<file path="src/rtl/wb_write_queue.sv">
// wb_write_queue: in-order write-back queue feeding the register file port.
// Ports:
//   clk, rst                   clock, synchronous active-high reset
//   mem_valid/ready/dest/data  memory-path result handshake (priority)
//   alu_valid/ready/dest/data  ALU-path result handshake
//   wb_stall                   hold the write port this cycle
//   writeBackEn/Dest_wb/Result_wb  registered register-file write port
//   src1/src2 -> hit1/2, fwd1/2    pending-write lookup for ID
//   count                      entries held in the queue
module wb_write_queue #(
  parameter int DEPTH  = 4,
  parameter int ADDR_W = 5,
  parameter int DATA_W = 32
) (
  input  logic                       clk,
  input  logic                       rst,
  input  logic                       mem_valid,
  output logic                       mem_ready,
  input  logic [ADDR_W-1:0]          mem_dest,
  input  logic [DATA_W-1:0]          mem_data,
  input  logic                       alu_valid,
  output logic                       alu_ready,
  input  logic [ADDR_W-1:0]          alu_dest,
  input  logic [DATA_W-1:0]          alu_data,
  input  logic                       wb_stall,
  output logic                       writeBackEn,
  output logic [ADDR_W-1:0]          Dest_wb,
  output logic [DATA_W-1:0]          Result_wb,
  input  logic [ADDR_W-1:0]          src1,
  input  logic [ADDR_W-1:0]          src2,
  output logic                       hit1,
  output logic                       hit2,
  output logic [DATA_W-1:0]          fwd1,
  output logic [DATA_W-1:0]          fwd2,
  output logic [$clog2(DEPTH):0]     count
);

  localparam int PW = $clog2(DEPTH);
  localparam int CW = PW + 1;
  localparam logic [CW-1:0] FULL_CNT = CW'(DEPTH);

  logic [ADDR_W-1:0] dest_q [DEPTH];
  logic [DATA_W-1:0] data_q [DEPTH];

  logic [PW-1:0]     head_q, head_d;
  logic [PW-1:0]     tail_q, tail_d;
  logic [CW-1:0]     count_q, count_d;
  logic              we_q, we_d;
  logic [ADDR_W-1:0] wdest_q, wdest_d;
  logic [DATA_W-1:0] wdata_q, wdata_d;

  logic              full, empty;
  logic              push, pop;
  logic [ADDR_W-1:0] in_dest;
  logic [DATA_W-1:0] in_data;

  assign full  = (count_q == FULL_CNT);
  assign empty = (count_q == '0);

  // MEM is the older instruction, so ALU waits whenever MEM offers.
  // A full queue refuses even while draining: no pass-through.
  assign mem_ready = !full;
  assign alu_ready = !full && !mem_valid;

  assign push    = (mem_valid && mem_ready) ||
                   (alu_valid && alu_ready);
  assign in_dest = mem_valid ? mem_dest : alu_dest;
  assign in_data = mem_valid ? mem_data : alu_data;

  assign pop = !wb_stall && !empty;

  always_comb begin
    head_d  = head_q;
    tail_d  = tail_q;
    count_d = count_q;
    we_d    = we_q;
    wdest_d = wdest_q;
    wdata_d = wdata_q;

    if (push) tail_d = tail_q + PW'(1);
    if (pop)  head_d = head_q + PW'(1);

    unique case ({push, pop})
      2'b10:   count_d = count_q + CW'(1);
      2'b01:   count_d = count_q - CW'(1);
      default: count_d = count_q;
    endcase

    // A stalled port keeps re-presenting the same write.
    if (!wb_stall) begin
      we_d = !empty;
      if (!empty) begin
        wdest_d = dest_q[head_q];
        wdata_d = data_q[head_q];
      end
    end
  end

  always_ff @(posedge clk) begin
    if (rst) begin
      head_q  <= '0;
      tail_q  <= '0;
      count_q <= '0;
      we_q    <= 1'b0;
      wdest_q <= '0;
      wdata_q <= '0;
    end else begin
      head_q  <= head_d;
      tail_q  <= tail_d;
      count_q <= count_d;
      we_q    <= we_d;
      wdest_q <= wdest_d;
      wdata_q <= wdata_d;
    end
  end

  // Payload storage needs no reset: occupancy is tracked by count_q.
  always_ff @(posedge clk) begin
    if (push) begin
      dest_q[tail_q] <= in_dest;
      data_q[tail_q] <= in_data;
    end
  end

  // Search oldest to youngest so the youngest match overrides;
  // the output register is older than every queued entry.
  function automatic logic [DATA_W:0] find(
    input logic [ADDR_W-1:0] src
  );
    logic              h;
    logic [DATA_W-1:0] f;
    logic [PW-1:0]     idx;
    h = 1'b0;
    f = '0;
    if (we_q && (wdest_q == src)) begin
      h = 1'b1;
      f = wdata_q;
    end
    for (int i = 0; i < DEPTH; i++) begin
      idx = head_q + PW'(i);
      if ((CW'(i) < count_q) && (dest_q[idx] == src)) begin
        h = 1'b1;
        f = data_q[idx];
      end
    end
    return {h, f};
  endfunction

  always_comb {hit1, fwd1} = find(src1);
  always_comb {hit2, fwd2} = find(src2);

  assign writeBackEn = we_q;
  assign Dest_wb     = wdest_q;
  assign Result_wb   = wdata_q;
  assign count       = count_q;

endmodule

</file>
<file path="config.mk">
export PLATFORM = sky130hd
export DESIGN_NAME = wb_write_queue
export DESIGN_NICKNAME = d
export VERILOG_FILES = /design/src/rtl/wb_write_queue.sv
export SDC_FILE = /design/constraint.sdc
export NUM_CORES = 1
export LEC_CHECK = 0
export CAP_MARGIN = 20
export CORE_MARGIN = 1.5
export CORE_UTILIZATION = 40
export CTS_CLUSTER_DIAMETER = 30
export DETAILED_ROUTE_END_ITERATION = 10
export PLACE_DENSITY_LB_ADDON = 0.12
export REMOVE_ABC_BUFFERS = 1
export SYNTH_ARGS = -nofsm -noshare
export SYNTH_HDL_FRONTEND = slang
export SYNTH_SLANG_ARGS = --single-unit
</file>
<file path="constraint.sdc">
create_clock -name clk -period 3.05 [get_ports clk]
set_clock_uncertainty 0.15 [all_clocks]
set_input_delay 0.305 -clock clk [delete_from_list [all_inputs] [get_ports clk]]
set_output_delay 0.305 -clock clk [all_outputs]
set_load 0.01 [all_outputs]
</file>
==> reports/metrics.cfg, run 1 <==
[outcome]
status=finished, violations left
violations=setup timing

[floorplanning]
pin_count=198
dieArea_um2=36230
num_rows=68
start_util=0.4064
fp.dieH_um=190.3
die_x_um=190.3
fp.coreArea_um2=34540

[synthesis]
ys_ff_latch=195
synthMuxAreaShare=0.2182
netlist-cell-type-count=42
synth_compound_area_frac=0.1753
yosys.area_share.adder=0.008022
syn-cell-area_um2=14040
synth_top_family_by_area=multiplexers
synth_cells=1336
synth_xor_area_frac=0.03681
ys_warn_count=0
ys_seq_area_frac=0.3836
synth-simple-area-share=0.1229
avgSynthCellArea_um2=10.51

[clocking]
numClockSinks=195
cts_root_buffer=clkbuf_16
clk_pin_slew_worst_paths_ps=80
worstSkewPairLatency_ps=460
cts_buffer_depth=2
cts_tree=yes
ctsHtreeMaxLevel=4
cts_made_buffers=17

[cells_and_area]
syn2layout_area_growth_pct=35.61
nets=1681
final_cells=2052
fin_util=0.5511
drive_gt1_frac=0.3496
n_fill_cell=2991
postLayoutCellArea_um2=19040

[placed_design]
dp_cells=1979
dpl_cell_area_um2=17470
port_buffers=197
place_congestion=0.9218
dp_hpwl_um=32570

[worst_setup_path]
worstSetupPathType=flip-flop to primary output
end_kind=primary output
r2r_end=count[2]$_SDFFE_PP0P_
cp_max_fo=6
r2r_cells=9
critPathLaunchType=flip-flop
critical_path_arrival_ps=3120
crit_required_ps=2590
ff2ff_setup_slack_ps=670
regToRegStartpoint=count[0]$_SDFFE_PP0P_

[worst_hold_path]
holdPathStages=3
hp-class=input pin to flip-flop
worstHoldStart=wb_stall
min_to=writeBackEn$_SDFFE_PP0N_

[global_route]
grt_overflow=0
grt_pass1_wl_um=77090
track_usage=0.2854
grt.met1_usage=0.3775
grt_pass1_vias=12498
grt_busiest_layer=met2
grt_max_degree=51
grt_use_met3=0.05650
antenna_found_initial=1
use_met2=0.4558

[sta]
finalSetupViolCount=66
fin_ws_ps=-520.5
hold_viol_final=0
timing.fmax_mhz=280.1
worst_hold_slack_ps=292.1
rsz0062_at_grt=yes
post-route-min-period_ps=3570
worst_pin_slew_ps=750.1
slew_headroom=0.4999
drv_slew=0
post-route-period-util=1.171

[pwr]
powerDensity_nw_per_um2=784.2
p_sw_frac=0.4261
ir_drop_v=0.0005321
p_leak_nw=6.645
p_sw_mw=6.361
pwr-share-seq=0.262
pwr-share-comb=0.584
pwr-share-clk=0.153
internal-power_mw=8.567

[route]
drc=0
wl_um=52640
routedWlPerCell_um=25.65
ant_nets=0
dr.pass1.iters=6
drt_iter0_markers=1225
dr_total_vias=12966
avgViaCountPerCell=6.319

[job]
maxCapViolations=0

-- final cells by class --
cell class                 instances  area [um^2]  share of cell area
multi-input combinational        982         8524              0.4478
sequential                       195         5398              0.2836
timing repair buffer             379         3933              0.2066
tap                              455        569.3             0.02991
clock buffer                      20        456.7             0.02399
clock inverter                    12        122.6            0.006441
inverter                           8        30.03            0.001577
antenna                            1        2.502           0.0001315
-- metal layers --
layer  up-vias  routed length, um
li1       5673                  -
met1      6371              21340
met2       745              24670
met3       175               4643
met4         2               1972
met5         -                 13
-- Yosys cell counts, drive strengths merged --
| cell | count | area [um^2] |
|---|---|---|
| nor3 | 36 | 185.2 |
| inv | 8 | 30.03 |
| or3 | 67 | 419.2 |
| a211o | 1 | 8.760 |
| a221o | 64 | 640.6 |
| ha | 9 | 112.6 |
| edfxtp | 148 | 4444 |
| nand3 | 4 | 20.02 |
| o21a | 1 | 7.510 |
| and2 | 5 | 31.28 |
| buf | 63 | 411.6 |
| nand4 | 5 | 31.28 |
| clkbuf | 88 | 331.6 |
| nor2 | 110 | 412.9 |
| nand2 | 147 | 551.8 |
| o211ai | 64 | 580.6 |
| a21o | 2 | 15.01 |
| mux2 | 69 | 777.0 |
| o21ai | 34 | 170.2 |
| nor4b | 1 | 23.77 |
| dfxtp | 47 | 940.9 |
| o31a | 1 | 8.760 |
| or2 | 3 | 18.77 |
| and3 | 2 | 12.51 |
| mux2i | 40 | 416.6 |
| mux4 | 83 | 1869 |
| nand2b | 1 | 6.260 |
| a21oi | 73 | 365.4 |
| xor2 | 19 | 166.4 |
| a211oi | 34 | 255.2 |
| nor4 | 2 | 12.51 |
| o2111ai | 1 | 8.760 |
| xnor2 | 40 | 350.3 |
| a31oi | 64 | 400.4 |
-- layout by cell type, fill, tap and decap left out, types with 24 or more instances in the layout --
master           Yosys  final
a21oi_1             73     73
a221o_1             64     64
a31oi_1             64     57
buf_12               0     42
buf_2               32     66
buf_4                4     90
buf_6               16     35
clkbuf_16            0     24
clkdlybuf4s50_1      0    129
dfxtp_1             47     43
edfxtp_1           148    148
mux2_2              69     69
mux2i_1             38     35
mux4_2              83     83
nand2_1            147    144
nor2_1             110    107
o211ai_1            44     44
o21ai_0             34     34
or3_1               67     59
xnor2_1             40     24
-- how the worst max path moves through the flow --
stage / slack [ps] / cells past startpoint / startpoint / end
after floorplan: -5210 / 6 / head_q[0]$_SDFFE_PP0P_ / fwd2[31]
after global placement: -580 / 11 / src2[3] / fwd2[14]
after detailed placement: -600 / 8 / src2[3] / fwd2[17]
after CTS: -520 / 11 / flip-flop / fwd1[23]
after global routing: -620 / 10 / flip-flop / fwd2[14]
final: -520 / 9 / flip-flop / fwd2[25]
-- sequential cells by signal, indices dropped and copies added, names as in the netlist, named ones only --
| signal | cells |
|---|---|
| head_q | 2 |
| count | 3 |
| dest_q | 20 |
| writeBackEn | 1 |
| tail_q | 2 |
| Result_wb | 32 |
| data_q | 128 |
| Dest_wb | 5 |
-- power groups by stage --
| stage | Combinational, mW | Sequential, mW | Clock (mW) |
|---|---|---|---|
| finish | 8.72 | 3.92 | 2.29 |
| global route | 9.19 | 3.98 | 2.42 |
| CTS | 8.11 | 3.91 | 2.32 |
| detailed placement | 7.54 | 4.00 | 0 |
| global placement | 7.50 | 3.98 | 0 |
| floorplan | 3.84 | 4.28 | 0 |
-- cell families after synthesis --
| kind of cell | count (synthesis) |
|---|---|
| buf+inv | 159 |
| simple gates | 383 |
| xor+xnor | 59 |
| compound gates | 339 |
| mux | 192 |
| fa+ha+maj | 9 |
| flops | 195 |
-- stage by stage --
| step | setup slack [ps] | setup TNS [ps] | total power, mW |
|---|---|---|---|
| 6_report | -520.5 | -29410 | 14.93 |
| 5_1_grt | -622.7 | -36560 | 15.59 |
| 4_1_cts | -523.5 | -30100 | 14.33 |
| 3_5_place_dp | -596.2 | -30240 | 11.53 |
| 3_3_place_gp | -576.9 | -30340 | 11.47 |
| 2_1_floorplan | -5206 | -317760 | 8.116 |
-- critical path, cell delays in order (launching register included) --
cell	delay, ps
dfxtp_4	410
mux4_2	550
buf_6	150
xor2_4	150
or2_4	320
buf_6	160
o211ai_1	280
a31oi_4	120
a221o_1	370
buf_2	150
-- timing repair --
| action | 4_1_cts | 5_1_grt |
|---|---|---|
| setup endpoints to repair | 66 | 66 |
| hold endpoints to repair | 0 | 0 |
| hold buffers | 0 | 0 |
| setup buffers | 24 | 9 |
| pin swaps | 121 | 87 |
| gates resized for setup | 334 | 85 |
| gates cloned | 8 | 6 |
No activity file was read; power rests on OpenSTA's default activity.
==> run 2, diff against run 1 <==
Settings changed: CORE_UTILIZATION 40 to 45, GPL_ROUTABILITY_DRIVEN set to 0.
==> reports/metrics.cfg, run 2 (synthesis results as in run 1) <==
[global_route]
antenna_found_initial=0  ; -1
grt_max_degree=97  ; +90%
grt_pass1_wl_um=78400  ; +1.7%
grt_pass1_vias=12966  ; +3.7%
track_usage=0.3169  ; +0.03156
grt_overflow=0  ; unchanged

[sta]
finalSetupViolCount=66  ; unchanged
post-route-min-period_ps=3633  ; +62.65 ps
fin_ws_ps=-583.1  ; -62.65 ps
hold_viol_final=0  ; unchanged
slew_headroom=0.4575  ; -0.04240
worst_pin_slew_ps=813.7  ; +63.60 ps
rsz0062_at_grt=yes
post-route-period-util=1.191  ; +0.02054
timing.fmax_mhz=275.2  ; -1.7%
drv_slew=0  ; unchanged

[outcome]
violations=DRC, setup timing
status=finished, violations left

[clocking]
ctsHtreeMaxLevel=4  ; unchanged
hold_buffers=0  ; unchanged
cts_made_buffers=17  ; unchanged
cts_buffer_depth=2  ; unchanged
worstSkewPairLatency_ps=450  ; about the same
cts_tree=yes
clk_pin_slew_worst_paths_ps=80  ; about the same
cts_root_buffer=clkbuf_16
numClockSinks=195  ; unchanged

[placed_design]
dp_hpwl_um=31830  ; -2.3%
port_buffers=197  ; unchanged
dp_slack_ps=-732.2  ; -135.9 ps

[route]
drt_iter0_markers=1697  ; +39%
dr.pass1.iters=10  ; +4
avgViaCountPerCell=6.690  ; +5.9%
ant_nets=0  ; unchanged
routedWlPerCell_um=26.71  ; +4.1%
drc=1  ; +1
wl_um=53480  ; +1.6%
dr_total_vias=13394  ; +3.3%

[cells_and_area]
drive_gt1_frac=0.3724  ; +0.02273
top_register=data_q
nets=1691  ; +0.59%
syn2layout_area_growth_pct=38.01
largest_reg_flops=128  ; unchanged
layout_common_cells=148 x edfxtp_1, 144 x nand2_1, 129 x clkdlybuf4s50_1, 111 x buf_4, 106 x nor2_1
n_antenna_cell=0  ; -1
final_common_cell=edfxtp_1

[worst_setup_path]
startpoint=head_q[0]$_SDFFE_PP0P_
cp-endpoint=fwd2[2]
cp_max_fo=7  ; +1
r2r_end=dest_q[2][2]$_DFFE_PP_
critical_path_arrival_ps=3180  ; +60 ps
regToRegStartpoint=count[0]$_SDFFE_PP0P_
crit_required_ps=2590  ; about the same
critPathLaunchType=flip-flop
r2r_cells=7  ; -2
worstSetupPathType=flip-flop to primary output
end_kind=primary output
ff2ff_setup_slack_ps=560  ; -110 ps

[job]
maxCapViolations=0  ; unchanged

[pwr]
p_leak_nw=6.721  ; +1.1%
ir_drop_v=0.0005197  ; -2.3%
total_power_mw=15.04  ; +0.74%
powerDensity_nw_per_um2=776.2  ; -1.0%

[floorplanning]
start_util=0.4577  ; +0.05133
die_x_um=179.6  ; -5.6%
fp.coreArea_um2=30670  ; -11%
fp.dieH_um=179.6  ; -5.6%
pin_count=198  ; unchanged
num_rows=64  ; -5.9%
dieArea_um2=32260  ; -11%

[worst_hold_path]
hp-class=input pin to flip-flop

-- run 2: cell count changes in the layout (fill, tap and decap cells not counted), moves of 11 or more --
cell | previous run | this run
a31oi_4 | 3 | 20
or3_4 | 8 | 22
buf_4 | 90 | 111
a31oi_1 | 57 | 31
a211oi_1 | 11 | 28
or3_1 | 59 | 45
a211oi_2 | 16 | 5
-- run 2: power by group --
group / total, mW / internal (mW) / leakage, nW / switching [mW]
clock: 2.22 / 1.09 / 0.276 / 1.13
combinational: 8.86 / 3.99 / 4.68 / 4.88
sequential: 3.95 / 3.45 / 1.76 / 0.501
-- run 2: timing repair --
item / 4_1_cts / 5_1_grt
resized for setup: 395 / 96
pin swaps: 103 / 80
setup endpoints to repair: 66 / 66
cloned: 9 / 6
buffers inserted: 43 / 22
-- run 2: routing by layer --
| layer | wire length (um) | GRT usage | vias up |
|---|---|---|---|
| met2 | 25500 | 0.5200 | 939 |
| met5 | 0 | 0 | - |
| met4 | 2501 | 0.1560 | 0 |
| li1 | - | - | 5705 |
| met3 | 5521 | 0.06341 | 213 |
| met1 | 19960 | 0.4003 | 6537 |
-- run 2: final cells by class --
type,count,area [um^2]
clock buffer,19,432.9
tap,396,495.5
clock inverter,13,140.1
timing repair buffer,388,3908
sequential,195,5398
multi-input combinational,983,8969
inverter,8,30.03
fill,2391,11300
-- run 2: critical path, cell delays in order, from the launching register on --
cell and delay (ps):
dfxtp_4 420, buf_4 190, mux4_2 540, buf_4 160, xnor2_1 220, nand2_1 130
buf_4 160, nor4b_4 220, buf_6 180, buf_4 170, a221o_1 220, buf_6 130
-- run 2: per-stage QoR --
| step | cell area (um^2) | std cells | setup TNS [ps] | util | hold WS (ps) |
|---|---|---|---|---|---|
| 2_1_floorplan | 13290 | 1185 | -317760 | - | 224.1 |
| 3_3_place_gp | 16990 | 1892 | -37370 | 0.5539 | 336.8 |
| 3_5_place_dp | 16990 | 1892 | -37390 | 0.5539 | 337.8 |
| 4_1_cts | 18700 | 1975 | -27390 | 0.6099 | 273.6 |
| 5_1_grt | 19370 | 2002 | -38170 | 0.6317 | 279.8 |
| 6_report | 19370 | 2002 | -34970 | 0.6317 | 275.0 |
-- run 2: worst min-delay path by stage --
stage / startpoint / to / cells past startpoint
final: rst / count[0]$_SDFFE_PP0P_ / 2
after global routing: rst / head_q[0]$_SDFFE_PP0P_ / 2
after CTS: rst / count[0]$_SDFFE_PP0P_ / 2
after detailed placement: Result_wb[22]$_SDFFE_PP0P_ / Result_wb[22]$_SDFFE_PP0P_ / 2
after global placement: Result_wb[12]$_SDFFE_PP0P_ / Result_wb[12]$_SDFFE_PP0P_ / 2
after floorplan: rst / Dest_wb[0]$_SDFFE_PP0P_ / 1
